[src/rtl/fpu_issue_ctrl.sv]
// Issue controller for a multi-cycle FPU: accepts one op at a time, holds the
// FPU inputs stable for EXEC_CYCLES cycles, captures the result and returns it
// with the requester tag, accumulating sticky exception flags.
module fpu_issue_ctrl #(
  parameter int unsigned EXEC_CYCLES = 4
) (
  input  logic        clk,
  input  logic        nrst,
  input  logic        req_valid,
  output logic        req_ready,
  input  logic [6:0]  req_funct7,
  input  logic [2:0]  req_rm,
  input  logic [31:0] req_rs1,
  input  logic [31:0] req_rs2,
  input  logic [3:0]  req_tag,
  input  logic [2:0]  csr_frm,
  output logic [31:0] fpu_fp1,
  output logic [31:0] fpu_fp2,
  output logic [2:0]  fpu_frm,
  output logic [6:0]  fpu_funct7,
  input  logic [31:0] fpu_out,
  input  logic [4:0]  fpu_flags,
  output logic        resp_valid,
  input  logic        resp_ready,
  output logic [31:0] resp_result,
  output logic [4:0]  resp_flags,
  output logic [3:0]  resp_tag,
  output logic        resp_illegal,
  output logic [4:0]  fflags,
  input  logic        fflags_clr,
  output logic        busy
);

  localparam int unsigned CW = (EXEC_CYCLES > 1) ? $clog2(EXEC_CYCLES) : 1;
  localparam logic [CW-1:0] CNT_LAST = CW'(EXEC_CYCLES - 1);
  localparam logic [6:0] F7_ADD  = 7'b0000000;
  localparam logic [6:0] F7_SUB  = 7'b0000100;
  localparam logic [6:0] F7_MUL  = 7'b0001000;
  localparam logic [6:0] F7_IDLE = 7'b1111111;

  typedef enum logic [1:0] {IDLE, EXEC, RESP} state_t;

  state_t        state_q, state_d;
  logic [CW-1:0] cnt_q, cnt_d;
  logic [6:0]    funct7_q, funct7_d;
  logic [2:0]    rm_q, rm_d;
  logic [31:0]   rs1_q, rs1_d, rs2_q, rs2_d;
  logic [3:0]    tag_q, tag_d;
  logic [31:0]   result_q, result_d;
  logic [4:0]    flags_q, flags_d;
  logic          illegal_q, illegal_d;
  logic [4:0]    fflags_q, fflags_d;

  logic [2:0] rm_res;
  logic       op_illegal;
  logic       accept;
  logic       resp_hs;

  assign rm_res     = (req_rm == 3'b111) ? csr_frm : req_rm;
  assign op_illegal = !(req_funct7 == F7_ADD || req_funct7 == F7_SUB || req_funct7 == F7_MUL)
                      || (rm_res == 3'b101) || (rm_res == 3'b110) || (rm_res == 3'b111);
  assign accept     = (state_q == IDLE) && req_valid;
  assign resp_hs    = (state_q == RESP) && resp_ready;

  // Next-state and datapath-register update logic
  always_comb begin
    state_d   = state_q;
    cnt_d     = cnt_q;
    funct7_d  = funct7_q;
    rm_d      = rm_q;
    rs1_d     = rs1_q;
    rs2_d     = rs2_q;
    tag_d     = tag_q;
    result_d  = result_q;
    flags_d   = flags_q;
    illegal_d = illegal_q;
    fflags_d  = fflags_q;

    case (state_q)
      IDLE: begin
        if (accept) begin
          funct7_d = req_funct7;
          rm_d     = rm_res;
          rs1_d    = req_rs1;
          rs2_d    = req_rs2;
          tag_d    = req_tag;
          cnt_d    = '0;
          if (op_illegal) begin
            // Illegal ops skip the FPU entirely and answer with a zero payload.
            illegal_d = 1'b1;
            result_d  = '0;
            flags_d   = '0;
            state_d   = RESP;
          end else begin
            illegal_d = 1'b0;
            state_d   = EXEC;
          end
        end
      end
      EXEC: begin
        if (cnt_q == CNT_LAST) begin
          result_d = fpu_out;
          flags_d  = fpu_flags;
          state_d  = RESP;
        end else begin
          cnt_d = cnt_q + 1'b1;
        end
      end
      RESP: begin
        if (resp_hs) begin
          state_d = IDLE;
        end
      end
      default: state_d = IDLE;
    endcase

    // Clear wins over prior state but the flags of a legal response still land.
    if (fflags_clr) begin
      fflags_d = '0;
    end
    if (resp_hs && !illegal_q) begin
      fflags_d = (fflags_clr ? 5'b0 : fflags_q) | flags_q;
    end
  end

  // State and payload registers with synchronous active-low reset
  always_ff @(posedge clk) begin
    if (!nrst) begin
      state_q   <= IDLE;
      cnt_q     <= '0;
      funct7_q  <= '0;
      rm_q      <= '0;
      rs1_q     <= '0;
      rs2_q     <= '0;
      tag_q     <= '0;
      result_q  <= '0;
      flags_q   <= '0;
      illegal_q <= 1'b0;
      fflags_q  <= '0;
    end else begin
      state_q   <= state_d;
      cnt_q     <= cnt_d;
      funct7_q  <= funct7_d;
      rm_q      <= rm_d;
      rs1_q     <= rs1_d;
      rs2_q     <= rs2_d;
      tag_q     <= tag_d;
      result_q  <= result_d;
      flags_q   <= flags_d;
      illegal_q <= illegal_d;
      fflags_q  <= fflags_d;
    end
  end

  // Outputs: FPU inputs are only driven while executing, idle-coded otherwise
  always_comb begin
    req_ready    = (state_q == IDLE);
    busy         = (state_q != IDLE);
    resp_valid   = (state_q == RESP);
    resp_result  = result_q;
    resp_flags   = flags_q;
    resp_tag     = tag_q;
    resp_illegal = illegal_q;
    fflags       = fflags_q;
    fpu_funct7   = F7_IDLE;
    fpu_fp1      = '0;
    fpu_fp2      = '0;
    fpu_frm      = '0;
    if (state_q == EXEC) begin
      fpu_funct7 = funct7_q;
      fpu_fp1    = rs1_q;
      fpu_fp2    = rs2_q;
      fpu_frm    = rm_q;
    end
  end

endmodule

[config.mk]
export PLATFORM = sky130hd
export DESIGN_NAME = fpu_issue_ctrl
export DESIGN_NICKNAME = d
export VERILOG_FILES = /design/src/rtl/fpu_issue_ctrl.sv
export SDC_FILE = /design/constraint.sdc
export NUM_CORES = 1
export LEC_CHECK = 0
export BUFFER_PORTS_ARGS = -buffer_cell sky130_fd_sc_hd__buf_2
export CORE_MARGIN = 2
export CORE_UTILIZATION = 47
export CTS_BUF_LIST = sky130_fd_sc_hd__clkbuf_4 sky130_fd_sc_hd__clkbuf_8 sky130_fd_sc_hd__clkbuf_16
export DETAILED_ROUTE_END_ITERATION = 16
export PLACE_DENSITY = 0.78
export SYNTH_ARGS = -nofsm -noshare
export SYNTH_HDL_FRONTEND = slang
export SYNTH_SLANG_ARGS = --single-unit
[constraint.sdc]
create_clock -name clk -period 2 [get_ports clk]
set_input_delay 0.3 -clock clk [delete_from_list [all_inputs] [get_ports clk]]
set_output_delay 0.3 -clock clk [all_outputs]
set_load 0.01 [all_outputs]
==> metrics.txt <==
IO buf count=246; GRT Total Usage=0.227; Sequential Area=0.00250 mm2; Clock Sinks=125; pre-CTS setup slack=39.7 ps; area of the die=0.0122 mm2; critical hold path startpoint=req_tag[2]; main combinational cell family by area after synthesis=simple AND/OR/NAND/NOR gates; multi-input logic area=0.00264 mm2; Initial Util=0.486; drt initial violations=between 400 and 500; Worst setup EP type=output port; Mapped Cells=around 650; Post-DP Area=0.00675 mm2; wire length of the first global-routing pass=23,000 um; Critical R2R Launch=state_q[0]; GR Overflow Total=0; Num CTS Buffers=17; Hold Path End=resp_tag[2]; Worst Reg-to-Reg Cells=5; Sw Share=0.233; CP Launch Type=flop; row cnt=38; Synth Area in Compound Gates=0.228; Routed WL=about 14,000 um; internal power=4.66 mW; Worst Path Buf+Inv=2; deepest level of the CTS H-tree=4; post-route cell area=between 0.007 and 0.008 mm2; clk buf depth=2; Core Util, Final=0.669; Setup Buffers After CTS=0; dpl hpwl=around 9900 um; reg-to-reg setup timing slack=260 ps; path type of the worst min-delay path=input port to flop; placed instance count=around 990; RSZ-0062 raised after global routing=no; multiplexer share of the synthesized area=0.00398; final period utilization=0.950; synthesis-to-layout area growth=37.5%; vias in the first global route=about 4,700; Max Cap Viol=0; fin. max-slew vios=0; worst-path cell chain=nor2b_4 > buf_12 > and2_1 > buf_2; outcome=complete, no violations; pwr/cell area=827 mW/mm2; Fin. Hold Viols=0; total I/O pin count=247; CORE AREA=0.0110 mm2; DR vias=5,169; synth cell count leaders=nand2_1 (192), dfxtp_1 (125), a21oi_1 (85); Worst-Skew Late Latency=400 ps; EDFF count, synth=0; Worst R2R End=resp_result[31]; WP data required=1700 ps; Die Wd=111 um; Nets=between 900 and 1,000; CTS clk-pin slew, worst paths=60 ps; cell family with the largest share of critical-path delay=flip-flops; count of different cell masters after synthesis=31; die height=111 um; sequential area share after synthesis=0.468; setup tns final=0 ps; Syn Std Cell Area=0.00534 mm2; Synth top area share=0.468; Final WS setup=approximately 100 ps; root buffer cell=clkbuf_16; Max Fclk=0.526 GHz; vias per inst=5.04; Routed wire per std cell=14.1 um; largest net degree at the start of global routing=56; number of remaining DRC errors=0; # fillers=977; critical path peak fanout=51; minimum clock period=roughly 1900 ps; NetSw=1.41 mW; IR drop worst, VDD=0.572 mV; TritonRoute pass-1 iters=6; CTS tree=yes; Synth Net Count=770; simple-gate area share of the yosys netlist=0.252; most frequently used flop master after synthesis=dfxtp_1; #FFs+latches synth=roughly 130; share of power burned in the clock network=0.480; initial antenna violation count=1; WS Path Type=flop to output port; Hold Buf Count CTS=0; XOR/XNOR share of the synthesized area=0; final std cells w/o fill=1,025; antenna-violating nets left=0; Routability Congestion=a little under 0.8; Leak=3.25 nW; adder-cell share of the synthesized area=0.00234; sequential power share=0.435; Worst EP arrival=1600 ps; Setup-failing EPs final=0; Syn. warnings=0; Fin Clk Skew=9.63 ps; async set-or-reset flop fraction in the synthesized netlist=0; Hold Path Depth=3; CP max stage delay=450 ps; worst-margin pin slew=622 ps; relative slew slack=0.584; share of cells above drive strength 1=0.363; Syn Area/Cell=8.27 um2; top post-synthesis cells by area=dfxtp_1 (47%), nand2_1 (13%), a21oi_1 (8.0%); combinational share of power=0.085; leading area contributor after synthesis=dfxtp_1; cell with the most instances after synthesis=nand2_1; Slowest cell on crit path=dfxtp_1
stage by stage:
stage | hold WS [ps] | power, mW
after detailed placement | 442 | 3.21
after global routing | 124 | 6.31
after global placement | 437 | 3.20
final | 138 | 6.07
after floorplan | 427 | 2.95
after CTS | 123 | 6.12
final cells by class:
| cell class | instances | area share |
|---|---|---|
| sequential | 125 | 0.341 |
| antenna | 1 | 0.000341 |
| clock inverter | 12 | 0.0169 |
| tap | 140 | 0.0238 |
| inverter | 3 | 0.00153 |
| multi-input combinational | 465 | 0.359 |
| timing repair buffer | 260 | 0.198 |
| clock buffer | 19 | 0.0600 |
layer usage:
metal	track usage	routed length, um	vias up
met4	0.0633	204	0
met2	0.372	6790	201
li1	-	-	2621
met5	0	0	-
met1	0.291	6270	2331
met3	0.0697	1160	16
cells in the final DEF (no fill, tap or decap), types with 2 or more instances in the layout:
| cell type | instances |
|---|---|
| and2_1 | 67 |
| buf_4 | 4 |
| a21oi_1 | 85 |
| a21boi_0 | 36 |
| nor2b_1 | 7 |
| o211ai_1 | 3 |
| nand2_1 | 191 |
| inv_1 | 2 |
| a311oi_2 | 20 |
| nor2_1 | 9 |
| clkinv_2 | 5 |
| nor2b_4 | 3 |
| clkbuf_16 | 17 |
| nor3b_1 | 3 |
| o21ai_0 | 3 |
| nand2b_1 | 7 |
| a311oi_1 | 17 |
| dfxtp_1 | 124 |
| clkinvlp_4 | 4 |
| buf_12 | 9 |
| clkbuf_4 | 2 |
| buf_2 | 246 |
| bufinv_16 | 2 |
cells by family after synthesis:
logic type,after synthesis
muxes,2
AOI/OAI and AO/OA,168
and+or+nand+nor,293
DFF,125
buffers and inverters,57
adders and majority gates,1
how the worst max path moves through the flow:
stage | from | to | cells past startpoint
4_1_cts | state_q[0] | fpu_fp1[10] | 4
3_3_place_gp | cnt_q[0] | resp_result[0] | 4
3_5_place_dp | cnt_q[0] | resp_result[31] | 4
5_1_grt | state_q[0] | fpu_fp1[19] | 4
6_report | state_q[0] | fpu_fp2[24] | 4
2_1_floorplan | req_funct7[6] | resp_result[10] | 5
worst register-to-register path, stage by stage, from the launching register on:
cell	delay, ps
dfxtp_1	450
nor2b_4	240
and2_2	380
buf_12	240
nand2_1	80
a311oi_1	270
what timing repair did:
| action | 4_1_cts | 5_1_grt |
|---|---|---|
| endpoints found under the setup margin | 48 | 84 |
| gates resized for setup | 1 | 5 |
| gates cloned | 0 | 1 |
sequential cells by signal, indices dropped and copies added, names as in the netlist, 3 cells and up:
register	count
resp_flags	5
rs1_q	32
resp_result	32
fflags	5
rm_q	3
rs2_q	32
funct7_q	7
resp_tag	4
power by group through the flow:
stage / Sequential, mW / Clock, mW / Combinational [mW]
3_3_place_gp: 2.69 / 0 / 0.507
5_1_grt: 2.65 / 3.07 / 0.579
4_1_cts: 2.64 / 2.96 / 0.516
6_report: 2.64 / 2.91 / 0.517
2_1_floorplan: 2.68 / 0 / 0.271
3_5_place_dp: 2.69 / 0 / 0.513
No activity file was read; power rests on OpenSTA's default activity.
